==> config.mk <==
export PLATFORM = sky130hd
export DESIGN_NAME = scope_trigger_ctrl
export DESIGN_NICKNAME = d
export VERILOG_FILES = /design/src/rtl/scope_pkg.sv /design/src/rtl/scope_trig_detect.sv /design/src/rtl/scope_trigger_ctrl.sv
export SDC_FILE = /design/constraint.sdc
export NUM_CORES = 1
export LEC_CHECK = 0
export CAP_MARGIN = 10
export CORE_MARGIN = 2
export CORE_UTILIZATION = 56
export CTS_CLUSTER_DIAMETER = 40
export DETAILED_ROUTE_END_ITERATION = 6
export GPL_TIMING_DRIVEN = 0
export PLACE_DENSITY = 0.91
export SLEW_MARGIN = 15
export SYNTH_ARGS = -nofsm -noshare
export SYNTH_HDL_FRONTEND = slang
export SYNTH_SLANG_ARGS = --single-unit
==> constraint.sdc <==
create_clock -name clk -period 5.9 [get_ports clk]
set_input_delay 1.18 -clock clk [delete_from_list [all_inputs] [get_ports clk]]
set_output_delay 1.18 -clock clk [all_outputs]
set_load 0.05 [all_outputs]
==> src/rtl/scope_pkg.sv <==
// Shared encodings and constants for the scope trigger/acquisition controller.
// Latency: n/a (types and constants only).
// Backpressure: none; the sample stream is strobe-based and cannot be stalled.
package scope_pkg;

  localparam int         SAMPLE_W     = 16;
  localparam logic [2:0] YSCALE_RESET = 3'd2;
  localparam logic [2:0] YSCALE_MAX   = 3'd7;

  typedef enum logic [2:0] {
    ST_STOP   = 3'd0,
    ST_ARM    = 3'd1,
    ST_WINDOW = 3'd2,
    ST_HOLD   = 3'd3,
    ST_DONE   = 3'd4
  } state_t;

  typedef enum logic [1:0] {
    MODE_AUTO   = 2'd0,
    MODE_NORMAL = 2'd1,
    MODE_SINGLE = 2'd2
  } mode_t;

  // AUTO -> NORMAL -> SINGLE -> AUTO
  function automatic mode_t next_mode(input mode_t m);
    case (m)
      MODE_AUTO:   return MODE_NORMAL;
      MODE_NORMAL: return MODE_SINGLE;
      default:     return MODE_AUTO;
    endcase
  endfunction

endpackage

==> src/rtl/scope_trig_detect.sv <==
// Rising-edge threshold detector: remembers the previous strobed sample.
// Latency: trig is combinational on the current strobe; prev updates at the edge.
// Backpressure: none; every strobe updates prev regardless of controller state.
module scope_trig_detect
  import scope_pkg::*;
(
  input  logic                clk,
  input  logic                reset,
  input  logic                new_sample,
  input  logic [SAMPLE_W-1:0] sample,
  input  logic [SAMPLE_W-1:0] trig_level,
  output logic                trig
);

  logic [SAMPLE_W-1:0] prev;

  // prev starts at the most negative value so the first strobe can cross upward
  always_ff @(posedge clk or posedge reset) begin
    if (reset)           prev <= {1'b1, {(SAMPLE_W-1){1'b0}}};
    else if (new_sample) prev <= sample;
  end

  // signed upward crossing of the threshold on this strobe
  always_comb begin
    trig = new_sample
        && ($signed(prev) < $signed(trig_level))
        && ($signed(sample) >= $signed(trig_level));
  end

endmodule

==> src/rtl/scope_trigger_ctrl.sv <==
// Trigger/acquisition controller gating sample strobes into the capture path; owns yscale.
// Latency: forwarded strobe/sample 1 cycle after new_sample; buttons visible next cycle.
// Backpressure: none; optional holdoff state compiled in with SCOPE_HOLDOFF_EN.
module scope_trigger_ctrl
  import scope_pkg::*;
#(
  parameter int WINDOW_LEN   = 512,
  parameter int AUTO_TIMEOUT = 4096
`ifdef SCOPE_HOLDOFF_EN
  , parameter int HOLDOFF_LEN = 256
`endif
) (
  input  logic        clk,
  input  logic        reset,
  input  logic        new_sample,
  input  logic [15:0] sample,
  input  logic        vsync,
  input  logic [15:0] trig_level,
  input  logic        btn_run,
  input  logic        btn_mode,
  input  logic        btn_up,
  input  logic        btn_down,
  output logic        new_sample_out,
  output logic [15:0] sample_out,
  output logic [2:0]  yscale,
  output logic [1:0]  mode,
  output logic        running,
  output logic        triggered
);

  localparam logic [15:0] WIN_END  = 16'(WINDOW_LEN);
  localparam logic [15:0] AUTO_END = 16'(AUTO_TIMEOUT);
`ifdef SCOPE_HOLDOFF_EN
  localparam logic [15:0] HOLD_END = 16'(HOLDOFF_LEN);
  logic [15:0] hold_cnt, hold_cnt_n, hold_b;
`endif

  state_t      state, state_n, st_b, end_st;
  mode_t       mode_q, mode_n;
  logic [15:0] arm_cnt, arm_cnt_n, arm_b;
  logic [15:0] win_cnt, win_cnt_n, win_b;
  logic [2:0]  pend_scale, pend_scale_n;
  logic        clr, fwd, trig, running_n, triggered_n;

  scope_trig_detect u_detect (
    .clk        (clk),
    .reset      (reset),
    .new_sample (new_sample),
    .sample     (sample),
    .trig_level (trig_level),
    .trig       (trig)
  );

  // state, mode and counter registers
  always_ff @(posedge clk or posedge reset) begin
    if (reset) begin
      state   <= ST_ARM;
      mode_q  <= MODE_AUTO;
      arm_cnt <= '0;
      win_cnt <= '0;
`ifdef SCOPE_HOLDOFF_EN
      hold_cnt <= '0;
`endif
    end else begin
      state   <= state_n;
      mode_q  <= mode_n;
      arm_cnt <= arm_cnt_n;
      win_cnt <= win_cnt_n;
`ifdef SCOPE_HOLDOFF_EN
      hold_cnt <= hold_cnt_n;
`endif
    end
  end

  // next state: buttons act first, then the strobe is judged against the post-button state
  always_comb begin
    mode_n = btn_mode ? next_mode(mode_q) : mode_q;
    st_b   = state;
    clr    = 1'b0;
    if (btn_run) begin
      st_b = (state == ST_STOP || state == ST_DONE) ? ST_ARM : ST_STOP;
      clr  = 1'b1;
    end else if (btn_mode && state != ST_STOP) begin
      st_b = ST_ARM;
      clr  = 1'b1;
    end
    arm_b = clr ? 16'd0 : arm_cnt;
    win_b = clr ? 16'd0 : win_cnt;
`ifdef SCOPE_HOLDOFF_EN
    hold_b     = clr ? 16'd0 : hold_cnt;
    hold_cnt_n = hold_b;
    end_st     = (mode_n == MODE_SINGLE) ? ST_DONE : ST_HOLD;
`else
    end_st     = (mode_n == MODE_SINGLE) ? ST_DONE : ST_ARM;
`endif
    state_n   = st_b;
    arm_cnt_n = arm_b;
    win_cnt_n = win_b;
    fwd       = 1'b0;
    case (st_b)
      ST_ARM: begin
        if (new_sample) begin
          if (trig || (mode_n == MODE_AUTO && (arm_b + 16'd1) == AUTO_END)) begin
            // the opening sample is window sample 1
            fwd       = 1'b1;
            arm_cnt_n = '0;
            if (WIN_END == 16'd1) begin
              state_n   = end_st;
              win_cnt_n = '0;
            end else begin
              state_n   = ST_WINDOW;
              win_cnt_n = 16'd1;
            end
          end else if (mode_n == MODE_AUTO) begin
            arm_cnt_n = arm_b + 16'd1;
          end
        end
      end
      ST_WINDOW: begin
        if (new_sample) begin
          fwd = 1'b1;
          if ((win_b + 16'd1) == WIN_END) begin
            state_n   = end_st;
            win_cnt_n = '0;
          end else begin
            win_cnt_n = win_b + 16'd1;
          end
        end
      end
`ifdef SCOPE_HOLDOFF_EN
      ST_HOLD: begin
        if (new_sample) begin
          if ((hold_b + 16'd1) == HOLD_END) begin
            state_n    = ST_ARM;
            hold_cnt_n = '0;
          end else begin
            hold_cnt_n = hold_b + 16'd1;
          end
        end
      end
`endif
      default: ;
    endcase
  end

  // status flags decoded from the state being entered
  always_comb begin
    running_n   = !(state_n == ST_STOP || state_n == ST_DONE);
    triggered_n = (state_n == ST_WINDOW);
  end

  // registered outputs; sample_out holds its last forwarded value
  always_ff @(posedge clk or posedge reset) begin
    if (reset) begin
      new_sample_out <= 1'b0;
      sample_out     <= '0;
      running        <= 1'b1;
      triggered      <= 1'b0;
    end else begin
      new_sample_out <= fwd;
      if (fwd) sample_out <= sample;
      running        <= running_n;
      triggered      <= triggered_n;
    end
  end

  assign mode = mode_q;

  // pending scale: saturating up/down, simultaneous presses cancel
  always_comb begin
    pend_scale_n = pend_scale;
    if (btn_up && !btn_down && pend_scale != YSCALE_MAX)
      pend_scale_n = pend_scale + 3'd1;
    else if (btn_down && !btn_up && pend_scale != 3'd0)
      pend_scale_n = pend_scale - 3'd1;
  end

  // scale changes reach the display only while it is idle (vsync low)
  always_ff @(posedge clk or posedge reset) begin
    if (reset) begin
      pend_scale <= YSCALE_RESET;
      yscale     <= YSCALE_RESET;
    end else begin
      pend_scale <= pend_scale_n;
      if (!vsync) yscale <= pend_scale;
    end
  end

endmodule
After elaboration in Yosys (flattened, before gate mapping)
Cells that the tools add are included.
- register bits: 78
- bits in latches: 0
- bits in writable memories: 0
- memory bits (read-only): 0
- input bits: 40
- output and inout port bits: 24
- word-level logic and storage cells: 78
- memories: 0
- $add $sub $neg: 4
- multipliers: 0
- divide/modulo/power cells: 0
- magnitude comparators: 2
- equal/unequal tests: 10
- shift operators: 0
- multiplexer cells: 30
- bitwise gates (word level): 0
- reduce and logical (&&, ||, !) cells: 21
- operators with widths (kind ; count):
    16-bit two-way mux ; 10
    16-bit by 1-bit adder with 16-bit output, second input constant ; 2
    16-bit case mux with 2 select lines ; 1
    3-bit two-way mux ; 9
    16-bit by 10-bit equality test with 1-bit output, second input constant ; 1
    16-bit by 13-bit equality test with 1-bit output, second input constant ; 1
    16-bit greater-or-equal comparator ; 1
    16-bit less-than comparator ; 1
    1-bit logical AND ; 8
    3-bit by 2-bit equality test with 1-bit output, second input constant ; 2
    3-bit equality test, second input constant ; 2
    3-bit zero test ; 2
    1-bit two-way mux ; 6
    3-bit case mux with 2 select lines ; 1
    3-bit nonzero test ; 2
    2-bit zero test ; 2
    2-bit case mux with 2 select lines ; 1
    3-bit by 1-bit adder with 3-bit output, second input constant ; 1
    3-bit by 1-bit equality test with 1-bit output, second input constant ; 1
    1-bit zero test ; 3
    1-bit logical OR ; 3
    3-bit inequality test, second input constant ; 1
    3-bit by 1-bit subtractor with 3-bit output, second input constant ; 1
    2-bit by 1-bit equality test with 1-bit output, second input constant ; 1
    4 further kinds ; 4

Logic depth before layout (Yosys ltp)
- depth after elaboration: 15
- gate-level depth with buffers: 17
- gate-level depth less buffers: 12

By module
Synthesis repeated with hierarchy kept, for this count alone.
- cell total of the unflattened synthesis: 545
- area total of the unflattened synthesis: 5062.4 um2
- modules (own cells, without submodules) (module ; times used ; cells an instance ; area each (um2) ; sequential area each (um2)):
    scope_trigger_ctrl ; 1 ; 410 ; 3698.5 ; 1556.5
    scope_trig_detect ; 1 ; 135 ; 1363.8 ; 401.6

Worst setup path before layout
Ideal clock, no wire load.
- path type: input port to flip-flop
- start: input btn_run
- end: register sample_out[0]
- setup time: 125 ps
- arrival: 4541 ps
- data required time: 5775 ps
- slack: 1234 ps
- stages on the path: 15
- path buffers: 5
- cell sequence: clkbuf_1 nor2_1 clkbuf_1 clkbuf_1 and2_1 ha_1 buf_1 nand4_1 or4_1 a22oi_1 nand4_1 o22ai_2 nor2_4 buf_6 mux2_4
- longest elaborated chain between the ends: 9
- elaborated cells on any way between the ends: 12
- classes of those cells: 1 x add/sub; 3 x eq/ne; 6 x mux; 2 x reduce/logical
- ends and longest elaborated chain (item ; line ; text):
    start: declaration ; scope_trigger_ctrl.sv:19 ; input logic btn_run,
    1-bit two-way mux ; scope_trigger_ctrl.sv:80 ; if (btn_run) begin
    16-bit two-way mux ; scope_trigger_ctrl.sv:87 ; arm_b = clr ? 16'd0 : arm_cnt;
    16-bit by 1-bit adder with 16-bit output ; scope_trigger_ctrl.sv:103 ; if (trig || (mode_n == MODE_AUTO && (arm_b + 16'd1) == AUTO_END)) begin
    16-bit by 13-bit equality test with 1-bit output ; scope_trigger_ctrl.sv:103 ;
    1-bit logical AND ; scope_trigger_ctrl.sv:103 ;
    1-bit logical OR ; scope_trigger_ctrl.sv:103 ;
    1-bit two-way mux ; scope_trigger_ctrl.sv:103 ;
    1-bit two-way mux ; scope_trigger_ctrl.sv:102 ; if (new_sample) begin
    1-bit case mux with 2 select lines * ; scope_trigger_ctrl.sv:100 ; case (st_b)
    end signal: assignment ; scope_trigger_ctrl.sv:161 ; if (fwd) sample_out <= sample;
    end: declaration ; scope_trigger_ctrl.sv:24 ; output logic [15:0] sample_out,
Mark *: on every way between the ends. The rest lies on a longest branch, timed or not.
A chain may end at the register's enable or synchronous reset.

Worst setup path after layout
- start: input btn_run
- end: register sample_out[4]
Same word-level chain as after synthesis.

==> qor.yml <==
cells_and_area:
  layout-drive-gt1-share_pct: 11.6
  antennaDiodeCount: 0
  postLayoutCellArea_mm2: 0.00610
  post-route-util_pct: 69.3
  most-common-layout-cells: "dfrtp_1, clkdlybuf4s50_1, nand2_1"
  design.final.nets: 701
  most_frequent_standard_cell_in_the_layout_excluding_fill_and_tap_cells: "dfrtp_1"
  syn_to_final_growth_pct: 19.0
  final_cells: 739
yosys:
  synth_sequential_area_ratio_pct: 38.2
  syn-cell-area_mm2: 0.00512
  avg_cell_area_syn_um2: 9.30
  syn_inst: 551
  syn_nets: 626
  netlist-cell-type-count: 62
  post_synth_edffs: 0
  yosys_register_bits: 78
  synth_top_cell_area_share_pct: 35.6
  synth_area_leaders: "dfrtp_1, ha_1, mux2_2"
  synth_ff_type: "dfrtp_1"
  ys_async_sr_fraction_pct: 100
  largest_area_contributor_in_the_netlist: "dfrtp_1"
  synthesis.yosys.warnings: 0
detailed_routing:
  wirelength_um: 13000
  count_of_vias_placed_by_the_detailed_router: 4647
  postRouteAntennaNets: 0
  dr.pass1.iters: 7
  average_vias_per_placed_instance: 6.29
  drt-wirelength-per-cell_um: 17.6
  drc: 5
  detail_route.iter0.violations: 358
critical_path:
  critPathMaxFanout: 10
  arrival_ps: 5840
  timing.critical_path.from_type: "input pin"
  worstPathRequired_ps: 6150
  worst_setup_path_end_kind: "flip-flop"
  critical_path_start_end_classification: "input pin to flip-flop"
  reg2reg_setup_slack_ps: 1000
job:
  timing.max_cap.violations: 0
pwr:
  power.switching_fraction_pct: 41.5
  clockPowerShare_pct: 19.5
  sequentialPowerShare_pct: 37.9
  p_sw_mw: 0.795
  power_report.internal_total_mw: 1.12
  vdd_drop_max_uv: 242
  power.combinational.fraction_pct: 42.6
  power_density_mw_per_mm2: 314
  total_leakage_power_nw: 2.63
clock_tree:
  clock-sinks: 78
  cts-root-buf: "clkbuf_8"
  htree_levels: 3
  cts_tree: "yes"
  cts.clk_slew.worst_paths_ps: 90
  cts-hold-fix-buffers: 0
  cts_inserted_buffers: 9
  clock_path_buffers: 2
  clock_latency_ps: 370
timing:
  min_period_over_period_pct: 94.7
  report.final.setup_viol: 0
  clock_skew_ps: 12.2
  max_slew_violation_count: 0
  layout_min_cycle_time_ps: 5590
  hold_violations: 0
  slew-limit-headroom_pct: 39.2
  rsz0062_at_grt: "false"
  final.hold.worst_slack_ps: 515
  tightestPinTransition_ps: 910
  fmax_mhz: 179
placement:
  numPortBuffers: 63
  placedCellCount: 723
  place_hpwl_um: 9360
  finalWeightedCongestion: 0.928
  place_area_mm2: 0.00592
hold_path:
  holdCritPathClass: "flip-flop to flip-flop"
die:
  vertical_extent_of_the_die_um: 99.7
  fp.dieArea_mm2: 0.00993
  die_width_um: 99.7
  initial_utilization_pct: 58.2
  core_region_area_mm2: 0.00881
  design.portCount: 64
  total_number_of_placement_rows: 34
global_route:
  grt-ovfl-total: 0
  grt_start_max_net_pins: 53
  first_global_vias: 4620
  global_route.usage.total_pct: 26.8
  initial_antenna_violation_count: 0
  wire_length_of_the_first_global_routing_pass_um: 21500
run_status:
  result_of_the_run: "finished, violations left"
  failed_checks: "design-rule violations"
power groups by stage:
stage               Clock (mW)  Combinational (mW)  Sequential (mW)
finish                   0.374               0.815            0.726
global route             0.403               0.864            0.741
CTS                      0.377               0.814            0.726
detailed placement           0               0.809            0.735
global placement             0               0.780            0.725
floorplan                    0               0.291            0.977
state kept, by name, summed over array words and instances (netlist names), 2 cells and up:
name	flops
yscale	3
mode	2
pend_scale	3
win_cnt	16
sample_out	16
arm_cnt	16
state	3
u_detect.prev	16
worst max-delay path: stages:
cell	delay (ps)
clkdlybuf4s50_1	480
clkbuf_1	250
nor2_2	440
clkbuf_1	400
clkbuf_2	340
and2_1	220
ha_1	150
buf_1	300
nand4_1	250
or4_1	450
a22oi_1	200
nand4_1	160
o22ai_2	360
nor2_4	160
buf_6	190
mux2_4	300
logic make-up after synthesis:
kind of cell    count (synthesis)  synth area share (%)
fa+ha+maj                      35                  8.69
flops                          78                  38.2
simple gates                  209                  21.2
buf+inv                        53                  4.25
xor+xnor                       25                  4.27
compound gates                112                  14.3
mux                            39                  9.08
metal layers:
layer / track usage (%) / vias to the layer above / routed length (um) / part of all wire, %
li1: - / 2169 / - / -
met4: 8.85 / 0 / 283 / 2.2
met5: 0 / - / 0 / 0
met2: 48.0 / 193 / 6650 / 51
met1: 32.3 / 2250 / 5270 / 41
met3: 5.48 / 35 / 786 / 6.1
Yosys cell counts, types with 3 or more instances:
cell type,instances
mux2_4,8
ha_1,34
nand2_1,45
a31oi_1,5
o21ai_0,34
nor3b_1,8
buf_2,3
nand4_1,20
nor3_1,18
o21bai_1,3
nand3_1,23
and2_1,5
mux2i_1,3
o31ai_1,4
a21oi_1,20
dfrtp_1,73
a21o_1,5
mux2_2,28
o21a_1,4
a211oi_1,8
buf_1,3
o211ai_1,5
xnor2_1,13
o2111ai_1,4
or3_1,4
inv_1,23
nor4_1,5
nor2_1,37
clkbuf_1,22
nand2b_1,7
and3_1,14
xor2_1,12
nor2b_1,11
dfstp_2,5
what timing repair did:
item                       in CTS  in global routing
setup buffers                   0                  0
gates resized for setup         0                  5
setup endpoints to repair       0                 46
hold endpoints to repair        0                  0
final timing paths:
| path | endpoint | cells past startpoint | from |
|---|---|---|---|
| setup / recovery | sample_out[4] | 16 | btn_run |
| hold / removal | yscale[0] | 1 | yscale[0] |
| setup reg to reg | sample_out[4] | 16 | state[1] |
| hold reg to reg | yscale[0] | 1 | yscale[0] |
| max in group asynchronous | u_detect.prev[15] | 3 | reset |
| min in group asynchronous | sample_out[12] | 2 | reset |
metrics by stage:
| stage | setup WS, ps | power [mW] | TNS, ps |
|---|---|---|---|
| global route | 19.1 | 2.01 | 0 |
| global placement | -239 | 1.51 | -4650 |
| CTS | 42.7 | 1.92 | 0 |
| finish | 313 | 1.92 | 0 |
| detailed placement | -335 | 1.54 | -8570 |
| floorplan | 1230 | 1.27 | 0 |
cell type report:
cell class                 count  area (um2)
clock inverter                 7        48.8
multi-input combinational    420        2950
sequential                    78        1960
timing repair buffer          64         658
tap                          108         135
buffer                        30         134
fill                         662        2710
inverter                      23        88.8
clock buffer                   9         124
Power figures use the tool's default switching activity.
